### src/rtl/glyph_text_render_pkg.sv
`default_nettype none
// ============================================================================
//  Module      : glyph_pkg
//  Description : Shared constants for the on-screen text renderer: character
//                codes of the built-in 5x7 font and glyph/cell geometry.
//  Revision    : 1.0 - initial release
// ============================================================================
package glyph_pkg;

    typedef logic [4:0] glyph_code_t;

    localparam int GLYPH_W = 5;   // lit columns per glyph
    localparam int GLYPH_H = 7;   // lit rows per glyph
    localparam int CELL    = 8;   // cell pitch, includes one gap column/row

    localparam glyph_code_t CH_0     = 5'd0;
    localparam glyph_code_t CH_1     = 5'd1;
    localparam glyph_code_t CH_2     = 5'd2;
    localparam glyph_code_t CH_3     = 5'd3;
    localparam glyph_code_t CH_4     = 5'd4;
    localparam glyph_code_t CH_5     = 5'd5;
    localparam glyph_code_t CH_6     = 5'd6;
    localparam glyph_code_t CH_7     = 5'd7;
    localparam glyph_code_t CH_8     = 5'd8;
    localparam glyph_code_t CH_9     = 5'd9;
    localparam glyph_code_t CH_P     = 5'd10;
    localparam glyph_code_t CH_W     = 5'd11;
    localparam glyph_code_t CH_I     = 5'd12;
    localparam glyph_code_t CH_N     = 5'd13;
    localparam glyph_code_t CH_L     = 5'd14;
    localparam glyph_code_t CH_O     = 5'd15;
    localparam glyph_code_t CH_S     = 5'd16;
    localparam glyph_code_t CH_E     = 5'd17;
    localparam glyph_code_t CH_BLANK = 5'd31;

endpackage
`default_nettype wire

### src/rtl/glyph_text_render_if.sv
`default_nettype none
// ============================================================================
//  Module      : glyph_text_render_if
//  Description : Pixel/text bus between the VGA timing/game logic (master)
//                and the text renderer (slave).
//                frame_tick, blink_en : per-frame strobe and blink enable
//                text_in              : packed codes, char 0 in the LSBs
//                start_x, start_y     : top-left corner of the string
//                x, y                 : current pixel position
//                display              : registered lit bit (2 clk latency)
//  Revision    : 1.0 - initial release
// ============================================================================
interface glyph_text_render_if #(
    parameter int NUM_CHARS = 4,
    parameter int CODE_W    = 5
);
    logic                          frame_tick;
    logic                          blink_en;
    logic [NUM_CHARS*CODE_W-1:0]   text_in;
    logic [9:0]                    start_x;
    logic [9:0]                    start_y;
    logic [9:0]                    x;
    logic [9:0]                    y;
    logic                          display;

    modport master (
        output frame_tick, blink_en, text_in, start_x, start_y, x, y,
        input  display
    );

    modport slave (
        input  frame_tick, blink_en, text_in, start_x, start_y, x, y,
        output display
    );
endinterface
`default_nettype wire

### src/rtl/glyph_font_rom.sv
`default_nettype none
// ============================================================================
//  Module      : glyph_font_rom
//  Description : Combinational 5x7 font. Returns the five pixels of one glyph
//                row, MSB = leftmost column. Row 7 and unused codes are blank.
//                code_i : character code
//                row_i  : glyph row 0..7
//                bits_o : row pixels
//  Revision    : 1.0 - initial release
// ============================================================================
module glyph_font_rom
    import glyph_pkg::*;
(
    input  glyph_code_t  code_i,
    input  logic [2:0]   row_i,
    output logic [4:0]   bits_o
);

    logic [0:GLYPH_H-1][GLYPH_W-1:0] glyph;

    always_comb begin
        glyph = '0;
        case (code_i)
            CH_0: glyph = {5'b01110, 5'b10001, 5'b10011, 5'b10101, 5'b11001, 5'b10001, 5'b01110};
            CH_1: glyph = {5'b00100, 5'b01100, 5'b00100, 5'b00100, 5'b00100, 5'b00100, 5'b01110};
            CH_2: glyph = {5'b01110, 5'b10001, 5'b00001, 5'b00010, 5'b00100, 5'b01000, 5'b11111};
            CH_3: glyph = {5'b11111, 5'b00010, 5'b00100, 5'b00010, 5'b00001, 5'b10001, 5'b01110};
            CH_4: glyph = {5'b00010, 5'b00110, 5'b01010, 5'b10010, 5'b11111, 5'b00010, 5'b00010};
            CH_5: glyph = {5'b11111, 5'b10000, 5'b11110, 5'b00001, 5'b00001, 5'b10001, 5'b01110};
            CH_6: glyph = {5'b00110, 5'b01000, 5'b10000, 5'b11110, 5'b10001, 5'b10001, 5'b01110};
            CH_7: glyph = {5'b11111, 5'b00001, 5'b00010, 5'b00100, 5'b01000, 5'b01000, 5'b01000};
            CH_8: glyph = {5'b01110, 5'b10001, 5'b10001, 5'b01110, 5'b10001, 5'b10001, 5'b01110};
            CH_9: glyph = {5'b01110, 5'b10001, 5'b10001, 5'b01111, 5'b00001, 5'b00010, 5'b01100};
            CH_P: glyph = {5'b11110, 5'b10001, 5'b10001, 5'b11110, 5'b10000, 5'b10000, 5'b10000};
            CH_W: glyph = {5'b10001, 5'b10001, 5'b10001, 5'b10101, 5'b10101, 5'b10101, 5'b01010};
            CH_I: glyph = {5'b01110, 5'b00100, 5'b00100, 5'b00100, 5'b00100, 5'b00100, 5'b01110};
            CH_N: glyph = {5'b10001, 5'b11001, 5'b10101, 5'b10011, 5'b10001, 5'b10001, 5'b10001};
            CH_L: glyph = {5'b10000, 5'b10000, 5'b10000, 5'b10000, 5'b10000, 5'b10000, 5'b11111};
            CH_O: glyph = {5'b01110, 5'b10001, 5'b10001, 5'b10001, 5'b10001, 5'b10001, 5'b01110};
            CH_S: glyph = {5'b01111, 5'b10000, 5'b10000, 5'b01110, 5'b00001, 5'b00001, 5'b11110};
            CH_E: glyph = {5'b11111, 5'b10000, 5'b10000, 5'b11110, 5'b10000, 5'b10000, 5'b11111};
            default: glyph = '0;
        endcase

        // Row 7 is the inter-line gap of the 8x8 cell.
        bits_o = (row_i < 3'(GLYPH_H)) ? glyph[row_i] : 5'b00000;
    end

endmodule
`default_nettype wire

### src/rtl/glyph_text_render.sv
`default_nettype none
// ============================================================================
//  Module      : glyph_text_render
//  Description : Two-stage pipelined text overlay. Stage 1 hit-tests the
//                pixel against the string box and picks the character code;
//                stage 2 looks up the font bit and applies blink masking.
//                clk, reset : system clock, synchronous active-high reset
//                bus        : glyph_text_render_if slave (see interface)
//  Revision    : 1.0 - initial release
// ============================================================================
module glyph_text_render
    import glyph_pkg::*;
#(
    parameter int NUM_CHARS    = 4,
    parameter int SCALE_LOG2   = 2,
    parameter int CODE_W       = 5,
    parameter int BLINK_FRAMES = 30
)(
    input  logic                clk,
    input  logic                reset,
    glyph_text_render_if.slave  bus
);

    localparam int               CELL_PX    = CELL << SCALE_LOG2;
    localparam logic [10:0]      TEXT_W     = 11'(NUM_CHARS * CELL_PX);
    localparam logic [10:0]      TEXT_H     = 11'(CELL_PX);
    localparam int               BLINK_W    = (BLINK_FRAMES > 1) ? $clog2(BLINK_FRAMES) : 1;
    localparam logic [BLINK_W-1:0] BLINK_LAST = BLINK_W'(BLINK_FRAMES - 1);

    // Shadow text and blink state
    logic [CODE_W-1:0]   shadow_q [NUM_CHARS];
    logic [BLINK_W-1:0]  blink_cnt_q;
    logic                phase_q;

    // Stage 1
    logic [10:0]         dx_d, dy_d, col_d;
    logic                inside_d, inside_q;
    logic [CODE_W-1:0]   code_d, code_q;
    logic [2:0]          gcol_d, gcol_q;
    logic [2:0]          grow_d, grow_q;

    // Stage 2
    logic [4:0]          font_bits;
    logic                bit_d;
    logic                display_d, display_q;

    // ------------------------------------------------------------------
    // Stage 1: hit test at 11 bits so start_x + width never wraps past 1023.
    // The x >= start_x term guarantees dx is the true non-negative offset,
    // which lets the upper bound compare against the offset directly.
    // ------------------------------------------------------------------
    always_comb begin
        dx_d     = {1'b0, bus.x} - {1'b0, bus.start_x};
        dy_d     = {1'b0, bus.y} - {1'b0, bus.start_y};
        inside_d = (bus.x >= bus.start_x) && (dx_d < TEXT_W) &&
                   (bus.y >= bus.start_y) && (dy_d < TEXT_H);
        col_d    = dx_d >> SCALE_LOG2;
        gcol_d   = col_d[2:0];
        grow_d   = dy_d[SCALE_LOG2 +: 3];

        // Character select; indices outside the string read as blank.
        code_d = '1;
        for (int i = 0; i < NUM_CHARS; i++) begin
            if (col_d[10:3] == 8'(i)) begin
                code_d = shadow_q[i];
            end
        end
    end

    // ------------------------------------------------------------------
    // Stage 2: font lookup, gap column, blink mask
    // ------------------------------------------------------------------
    glyph_font_rom u_font (
        .code_i (code_q),
        .row_i  (grow_q),
        .bits_o (font_bits)
    );

    always_comb begin
        bit_d     = (gcol_q < 3'(GLYPH_W)) ? font_bits[3'(GLYPH_W - 1) - gcol_q] : 1'b0;
        display_d = inside_q & bit_d & ~(bus.blink_en & phase_q);
    end

    // ------------------------------------------------------------------
    // Registers
    // ------------------------------------------------------------------
    always_ff @(posedge clk) begin
        if (reset) begin
            for (int i = 0; i < NUM_CHARS; i++) begin
                shadow_q[i] <= '1;
            end
            blink_cnt_q <= '0;
            phase_q     <= 1'b0;
            inside_q    <= 1'b0;
            code_q      <= '1;
            gcol_q      <= '0;
            grow_q      <= '0;
            display_q   <= 1'b0;
        end else begin
            // Text only changes at frame boundaries so a frame never tears.
            if (bus.frame_tick) begin
                for (int i = 0; i < NUM_CHARS; i++) begin
                    shadow_q[i] <= bus.text_in[i*CODE_W +: CODE_W];
                end
                // Free-running even while blink is disabled.
                if (blink_cnt_q == BLINK_LAST) begin
                    blink_cnt_q <= '0;
                    phase_q     <= ~phase_q;
                end else begin
                    blink_cnt_q <= blink_cnt_q + 1'b1;
                end
            end
            inside_q  <= inside_d;
            code_q    <= code_d;
            gcol_q    <= gcol_d;
            grow_q    <= grow_d;
            display_q <= display_d;
        end
    end

    assign bus.display = display_q;

endmodule
`default_nettype wire
### src/flat_wrapper.sv
// flat-port wrapper written by rule: the top's interface ports become plain ports
module glyph_text_render_flat import glyph_pkg::*;
#(
    parameter int NUM_CHARS    = 4,
    parameter int SCALE_LOG2   = 2,
    parameter int CODE_W       = 5,
    parameter int BLINK_FRAMES = 30
)
  (clk, reset, bus_frame_tick, bus_blink_en, bus_text_in, bus_start_x, bus_start_y, bus_x, bus_y, bus_display);
  glyph_text_render_if #(.NUM_CHARS(NUM_CHARS), .CODE_W(CODE_W)) bus_i ();
  input  logic clk;
  input  logic reset;
  input wire logic [$bits(bus_i.frame_tick)-1:0] bus_frame_tick;
  input wire logic [$bits(bus_i.blink_en)-1:0] bus_blink_en;
  input wire logic [$bits(bus_i.text_in)-1:0] bus_text_in;
  input wire logic [$bits(bus_i.start_x)-1:0] bus_start_x;
  input wire logic [$bits(bus_i.start_y)-1:0] bus_start_y;
  input wire logic [$bits(bus_i.x)-1:0] bus_x;
  input wire logic [$bits(bus_i.y)-1:0] bus_y;
  output wire logic [$bits(bus_i.display)-1:0] bus_display;
  assign bus_i.frame_tick = bus_frame_tick;
  assign bus_i.blink_en = bus_blink_en;
  assign bus_i.text_in = bus_text_in;
  assign bus_i.start_x = bus_start_x;
  assign bus_i.start_y = bus_start_y;
  assign bus_i.x = bus_x;
  assign bus_i.y = bus_y;
  assign bus_display = bus_i.display;
  glyph_text_render #(.NUM_CHARS(NUM_CHARS), .SCALE_LOG2(SCALE_LOG2), .CODE_W(CODE_W), .BLINK_FRAMES(BLINK_FRAMES)) u_core (.clk(clk), .reset(reset), .bus(bus_i));
endmodule
### config.mk
export PLATFORM = sky130hd
export DESIGN_NAME = glyph_text_render_flat
export DESIGN_NICKNAME = d
export VERILOG_FILES = /design/src/rtl/glyph_text_render_pkg.sv /design/src/rtl/glyph_text_render_if.sv /design/src/rtl/glyph_font_rom.sv /design/src/rtl/glyph_text_render.sv /design/src/flat_wrapper.sv
export SDC_FILE = /design/constraint.sdc
export NUM_CORES = 1
export LEC_CHECK = 0
export ABC_CLOCK_PERIOD_IN_PS = 7000
export CORE_MARGIN = 1
export CORE_UTILIZATION = 32
export DETAILED_ROUTE_END_ITERATION = 12
export PLACE_DENSITY_LB_ADDON = 0.15
export SLEW_MARGIN = 10
export SYNTH_ARGS = -nofsm -noshare
export SYNTH_HDL_FRONTEND = slang
export SYNTH_SLANG_ARGS = --single-unit
### constraint.sdc
create_clock -name clk -period 7 [get_ports clk]
set_input_delay 1.05 -clock clk [delete_from_list [all_inputs] [get_ports clk]]
set_output_delay 1.05 -clock clk [all_outputs]
set_load 0.05 [all_outputs]
==> Implementation_results.wiki, run 1 <==
{| class="wikitable"
! Metric !! Value
|-
| H-tree levels || 3
|-
| Residual DRC count || 0
|-
| Crit Reg-Reg Startpoint || u_core.shadow_q[0][15]
|-
| Clock Tree Buf Depth || 2
|-
| Total power divided by cell area || 208 mW/mm²
|-
| Startpoint kind of the worst setup timing path || input port
|-
| Number of failing setup endpoints in the final timing report || 0
|-
| Total Die Area || 0.0140 mm²
|-
| First-pass GRT wire length || 16,900 µm
|-
| Slowest cell on crit path || mux4_1
|-
| Total leakage power || 2.13 nW
|-
| Proportion of netlist area held by the largest area contributor || 0.227
|-
| Floorplan die width || 118 µm
|-
| Final period demand of the worst path || about 5400 ps
|-
| Clock Sinks || 69
|-
| Number of antenna violations at the first check in global routing || 0
|-
| Switching power as a share of total power || 0.265
|-
| End-of-flow core utilization || 0.406
|-
| Clock latency on the worst-skew pair || roughly 330 ps
|-
| Max-cap violation count || 0
|-
| Number of buffers added for setup after CTS || 0
|-
| Routed wire length || 10,000 µm
|-
| Setup Crit Path Kind || in2reg
|-
| Final worst setup slack || 1620 ps
|-
| Total negative slack for setup checks || 0 ps
|-
| Synth area leader || dfxtp_1
|-
| Detailed-route via count || about 3,500
|-
| Overall Global Routing Usage || 0.153
|-
| Detailed-placement wirelength estimate || 7890 µm
|-
| Worst Path Required || between 7000 and 8000 ps
|-
| Syn Inst Count || 464
|-
| Crit-path max cell delay || roughly 900 ps
|-
| Slew @ Worst Pin || 811 ps
|-
| Internal Dissipation || 0.000823 W
|-
| Status || completed
|-
| Met1 layer usage reported by global route || 0.193
|-
| Primary FF master, synth || dfxtp_1
|-
| Die extent in y || 118 µm
|-
| Max FO, Critical Path || 24
|-
| Number of core rows || 42
|-
| Maximum clock frequency || 186 MHz
|-
| Area overhead of the layout relative to synthesis || 24.1%
|-
| Root cell of the clock tree || clkbuf_16
|-
| First-pass iteration count of the detailed router || 4
|-
| Setup repair after global routing missed its margin || false
|-
| Wire length per cell after detailed routing || between 10 and 15 µm
|-
| Clock network fraction of total power || 0.407
|-
| Avg Inst Size Synth || 9.33 µm²
|-
| Total cell area at the placement stage || 0.00506 mm²
|-
| Final instance area || 0.00537 mm²
|-
| Net count, final || 611
|-
| GR Overflow Total || 0
|-
| Maximum number of pins on one net before global-route repair || 25
|-
| Sequence of cells on the critical path || clkdlybuf4s50_1 -> inv_1 -> ha_1 -> a21o_1 -> and2_1 -> o31ai_2 -> and2_1 -> mux4_1 -> or3_4 -> inv_2 -> ha_1 -> nand3_1 -> a31oi_1
|-
| Worst slew slack as a fraction of its limit || 0.457
|-
| Data arrival at the endpoint of the critical path || 5650 ps
|-
| Clock tree from TritonCTS || built
|-
| Number of global-route vias before repair || 3,453
|-
| Number of hold-slack violations in the final timing report || 0
|-
| Logic pwr share || 0.195
|-
| Initial cell density of the core || 0.327
|-
| Worst vdd rail ir drop || 0.000145 V
|-
| Number of pins exceeding their max-slew limit in the final report || 0
|-
| Resized cells post-CTS || 0
|-
| GPL Wtd Cong || 0.888
|-
| Synthesized area || between 0.004 and 0.005 mm²
|-
| Number of DRC markers after the initial detailed-route iteration || 178
|-
| Via/cell ratio || 5.03
|-
| Tcrit/Tclk final || 0.769
|-
| Ports placed on the boundary || 65
|-
| Hold WC Path Type || reg2reg
|-
| Inserted Clock Buffers || 9
|-
| Yosys reg bits || 69
|-
| Met3 track demand over resource || 0.0401
|-
| Post-Syn Nets || 559
|-
| Input/output buffers || 64
|-
| Grt met2 use || 0.249
|-
| Startpoint of the most critical hold path || u_core.inside_q
|-
| Post-route ant nets || 0
|-
| Number of hold buffers added after cts || 0
|-
| Asr flop ratio synth || 0
|-
| Kind of end point of the critical path || register
|-
| Clock transition at the register clock pins on the worst setup and hold paths after CTS || around 60 ps
|-
| Sequential area share after synthesis || 0.365
|-
| Fraction of final layout cells sized beyond drive strength 1 || 0.0883
|-
| GRT Max-Usage Layer || met2
|-
| Post-synth EDFFs || 20
|-
| Crit path launch || bus_start_x[3]
|-
| Dpl ws || 1320 ps
|-
| Core area || 0.0132 mm²
|-
| Largest cells by area after synthesis || dfxtp_1 (23%), edfxtp_1 (14%), ha_1 (9.0%)
|-
| Worst clock skew || 4.88 ps
|-
| Diodes inserted || 0
|-
| Part of the power in registers || 0.398
|-
| Number of unique standard cell types used by synthesis || between 60 and 70
|-
| Ys Warns || 0
|-
| Net load switching power || 0.000297 W
|}
-- cells in the mapped netlist, types with 2 or more instances --
| cell type | instances |
|---|---|
| dfxtp_1 | 49 |
| inv_1 | 43 |
| nand2_1 | 37 |
| nor2_1 | 35 |
| ha_1 | 31 |
| nand2b_1 | 21 |
| o21ai_0 | 21 |
| edfxtp_1 | 20 |
| nand3_1 | 18 |
| a21oi_1 | 17 |
| mux2i_1 | 13 |
| nor3_1 | 13 |
| clkbuf_1 | 12 |
| mux4_2 | 11 |
| o211ai_1 | 11 |
| xor2_1 | 7 |
| nand4_1 | 6 |
| nor2b_1 | 6 |
| a31oi_1 | 5 |
| buf_6 | 5 |
| a211o_1 | 4 |
| a211oi_1 | 4 |
| a21o_1 | 4 |
| buf_2 | 4 |
| nor4_1 | 4 |
| nor3_2 | 3 |
| o31ai_1 | 3 |
| or2_2 | 3 |
| xnor2_1 | 3 |
| a21boi_0 | 2 |
| and2_1 | 2 |
| and3_1 | 2 |
| and4_1 | 2 |
| buf_1 | 2 |
| mux4_1 | 2 |
| nor3b_1 | 2 |
| o21a_1 | 2 |
| o221ai_1 | 2 |
| o31ai_2 | 2 |
| or3_1 | 2 |
| or4_1 | 2 |
-- layout make-up --
class	instances	area, µm²
fillers	1336	7870
multi-input cells	326	2440
flip-flops and latches	69	1580
repair buffers	66	656
clock buffers	10	239
well taps	176	220
inverters	44	165
clock inverters	6	66.3
-- stage by stage --
step | hold slack [ps] | total power [W] | instances
floorplan | 425 | 0.000607 | 464
global placement | 454 | 0.000671 | 681
detailed placement | 455 | 0.000673 | 681
CTS | 467 | 0.00113 | 697
global route | 514 | 0.00117 | 697
finish | 463 | 0.00112 | 697
-- placed cells by master, fill, tap and decap left out, types with 5 or more instances in the layout --
cell type,instances
o21ai_0,21
edfxtp_1,20
xor2_1,7
nor2_1,35
nand2_1,37
dfxtp_1,49
clkdlybuf4s50_1,64
clkbuf_16,9
mux4_2,11
nand2b_1,21
a21oi_1,17
nand4_1,6
inv_1,43
nor3_1,13
nor2b_1,5
a31oi_1,5
ha_1,31
nand3_1,18
o211ai_1,11
mux2i_1,13
-- worst paths after layout --
kind | endpoint | slack (ps) | cells past startpoint
min reg2reg | u_core.bus.display | 460 | 2
min | u_core.bus.display | 460 | 2
max | u_core.u_font.glyph[4] | 1620 | 13
max reg2reg | u_core.u_font.glyph[19] | 3870 | 10
-- kinds of logic after synthesis --
| kind of cell | Yosys count | share of synthesized area |
|---|---|---|
| compound gates | 95 | 0.155 |
| buf+inv | 69 | 0.0708 |
| flops | 69 | 0.365 |
| xor+xnor | 10 | 0.0202 |
| mux | 27 | 0.102 |
| simple gates | 163 | 0.197 |
| fa+ha+maj | 31 | 0.0896 |
-- state kept, by name, indices dropped and copies added, names as in the netlist --
name                 count
u_core.inside_q          1
u_core.shadow_q         20
u_core.u_font.glyph     35
u_core.phase_q           1
u_core.gcol_q            3
u_core.grow_q            3
u_core.blink_cnt_q       5
u_core.bus.display       1
-- routing by layer --
metal / wire, µm / up-vias
met5: 0 / -
met1: 4680 / 1618
met2: 4750 / 106
li1: - / 1777
met4: 86 / 0
met3: 534 / 8
-- power groups by stage --
stage	logic [W]	clock network, W	registers (W)
floorplan	0.000162	0	0.000445
global placement	0.000216	0	0.000455
detailed placement	0.000218	0	0.000455
CTS	0.000218	0.000465	0.000447
global route	0.000243	0.000482	0.000449
finish	0.000218	0.000456	0.000446
-- worst max-delay path: cells and delay by family --
kind            cells  cell delay (ps)
simple gates        4             1510
fa+ha+maj           2              590
buf+inv             3              830
compound gates      3              740
mux                 1              900
(Power assumes the default switching activity.)
==> run 2: changes to the inputs <==
--- a/config.mk
+++ b/config.mk
@@ -5,7 +5,7 @@
 export SDC_FILE = /design/constraint.sdc
 export NUM_CORES = 1
 export LEC_CHECK = 0
-export ABC_CLOCK_PERIOD_IN_PS = 7000
+export ABC_CLOCK_PERIOD_IN_PS = 5410
 export CORE_MARGIN = 1
 export CORE_UTILIZATION = 32
 export DETAILED_ROUTE_END_ITERATION = 12
==> constraint.sdc (replaced) <==
create_clock -name clk -period 5.41 [get_ports clk]
set_input_delay 0.8115 -clock clk [delete_from_list [all_inputs] [get_ports clk]]
set_output_delay 0.8115 -clock clk [all_outputs]
set_load 0.05 [all_outputs]
==> Implementation_results.wiki, run 2 (synthesized netlist as in run 1, its figures left out) <==
{| class="wikitable"
! Metric !! Value
|-
| Diodes inserted || 0
|-
| Wire length per cell after detailed routing || around 15 µm
|-
| Number of failing setup endpoints in the final timing report || 0
|-
| Worst slew slack as a fraction of its limit || 0.543
|-
| Worst clock skew || 6.00 ps
|-
| Clock tree from TritonCTS || built
|-
| Top Layer Used || met5
|-
| Number of hold-slack violations in the final timing report || 0
|-
| Floorplan die width || ~120 µm
|-
| Via/cell ratio || about 5.0
|-
| Number of buffers added for setup after CTS || 0
|-
| Clock Tree Buf Depth || 2
|-
| Overall Global Routing Usage || 0.159
|-
| Maximum number of pins on one net before global-route repair || 21
|-
| First-pass GRT wire length || 17,700 µm
|-
| Max-cap violation count || 0
|-
| Hold WC Path Type || reg2reg
|-
| Residual DRC count || 0
|-
| Area overhead of the layout relative to synthesis || 25.0%
|-
| GR Overflow Total || 0
|-
| Number of flip-flops in the largest register || 35
|-
| Detailed-placement wirelength estimate || 8110 µm
|-
| Number of global-route vias before repair || roughly 3,700
|-
| Core area || roughly 0.013 mm²
|-
| Setup Crit Path Kind || in2reg
|-
| Commonest cells after routing, fill and taps aside || clkdlybuf4s50_1 (64), dfxtp_1 (49), inv_1 (43), nand2_1 (37), nor2_1 (35)
|-
| DR WL met3 || 549 µm
|-
| Total leakage power || 2.16 nW
|-
| Setup repair after global routing missed its margin || false
|-
| Max FO, Critical Path || 9
|-
| Dpl ws || 532 ps
|-
| Initial cell density of the core || 0.327
|-
| Total negative slack for setup checks || 0 ps
|-
| Input/output buffers || 64
|-
| Number of hold buffers added after cts || 0
|-
| Data arrival at the endpoint of the critical path || approximately 4700 ps
|-
| Kind of end point of the critical path || register
|-
| Maximum clock frequency || 221 MHz
|-
| End-of-flow core utilization || 0.409
|-
| Number of antenna violations at the first check in global routing || 1
|-
| Fraction of final layout cells sized beyond drive strength 1 || 0.102
|-
| Worst Path Required || 5610 ps
|-
| Total power divided by cell area || 261 mW/mm²
|-
| Tcrit/Tclk final || 0.836
|-
| Root cell of the clock tree || clkbuf_16
|-
| Ports placed on the boundary || 65
|-
| Die extent in y || 118 µm
|-
| Slew @ Worst Pin || 683 ps
|-
| Resized cells post-CTS || 0
|-
| Worst vdd rail ir drop || 0.000130 V
|-
| Clock transition at the register clock pins on the worst setup and hold paths after CTS || 60 ps
|-
| Hold Worst Slack || 462 ps
|-
| Post-route ant nets || 0
|-
| Startpoint kind of the worst setup timing path || input port
|-
| Total routed wire length on the met1 layer || 4910 µm
|-
| Total Die Area || 0.0140 mm²
|-
| Inserted Clock Buffers || 9
|-
| Reg-to-reg setup timing slack || about 2600 ps
|-
| Most common cell after layout, fill and taps aside || clkdlybuf4s50_1
|-
| Final period demand of the worst path || 4520 ps
|-
| Final worst setup slack || 889 ps
|-
| Status || completed
|-
| H-tree levels || 3
|-
| Number of core rows || 42
|-
| Clock latency on the worst-skew pair || 330 ps
|-
| First-pass iteration count of the detailed router || 5
|-
| Clock Sinks || 69
|-
| Routed wire length || ~10,000 µm
|-
| Net count, final || 620
|-
| Number of pins exceeding their max-slew limit in the final report || 0
|-
| Detailed-route via count || about 3,500
|-
| Routed wl met2 || approximately 4800 µm
|-
| GPL Wtd Cong || 0.872
|-
| Number of DRC markers after the initial detailed-route iteration || 229
|}
## run 2: worst paths after layout
| check | start | end | cells past startpoint |
|---|---|---|---|
| max | bus_start_x[5] | u_core.u_font.glyph[19] | 14 |
| min | u_core.inside_q | u_core.bus.display | 2 |
| max reg2reg | u_core.shadow_q[0][15] | u_core.u_font.glyph[19] | 10 |
| min reg2reg | u_core.inside_q | u_core.bus.display | 2 |
## run 2: where the power goes
group / internal [W] / switching, W / total (W) / leakage [nW]
registers: 0.000556 / 0.0000219 / 0.000578 / 0.585
logic: 0.000141 / 0.000146 / 0.000287 / 1.44
clock network: 0.000324 / 0.000224 / 0.000548 / 0.140
## run 2: critical path, cell delays in order
cell and delay [ps]:
clkdlybuf4s50_1 450, inv_1 40, ha_1 400, and4_1 200, o21a_1 150, or4_4 500
and2_4 200, a22oi_1 510, or3_1 210, inv_1 160, ha_1 360, o41ai_1 400
o32ai_1 160, o21bai_1 180
## run 2: per-stage QoR
step           power [W]  cells  instance area (µm²)
2_1_floorplan   0.000785    464                 4330
3_3_place_gp    0.000872    690                 5130
3_5_place_dp    0.000876    690                 5130
4_1_cts          0.00142    706                 5410
5_1_grt          0.00148    706                 5410
6_report         0.00141    706                 5410
## run 2: layout make-up
type / count / area, µm²
fill: 1335 / 7830
multi-input combinational: 326 / 2440
sequential: 69 / 1580
timing repair buffer: 75 / 723
clock buffer: 11 / 243
tap: 176 / 220
inverter: 44 / 165
clock inverter: 5 / 33.8
## run 2: routing by layer
layer  vias to the layer above  track usage
met5                         -            0
met4                         2       0.0665
met3                        17       0.0352
met2                       104        0.258
met1                      1624        0.204
li1                       1795            -
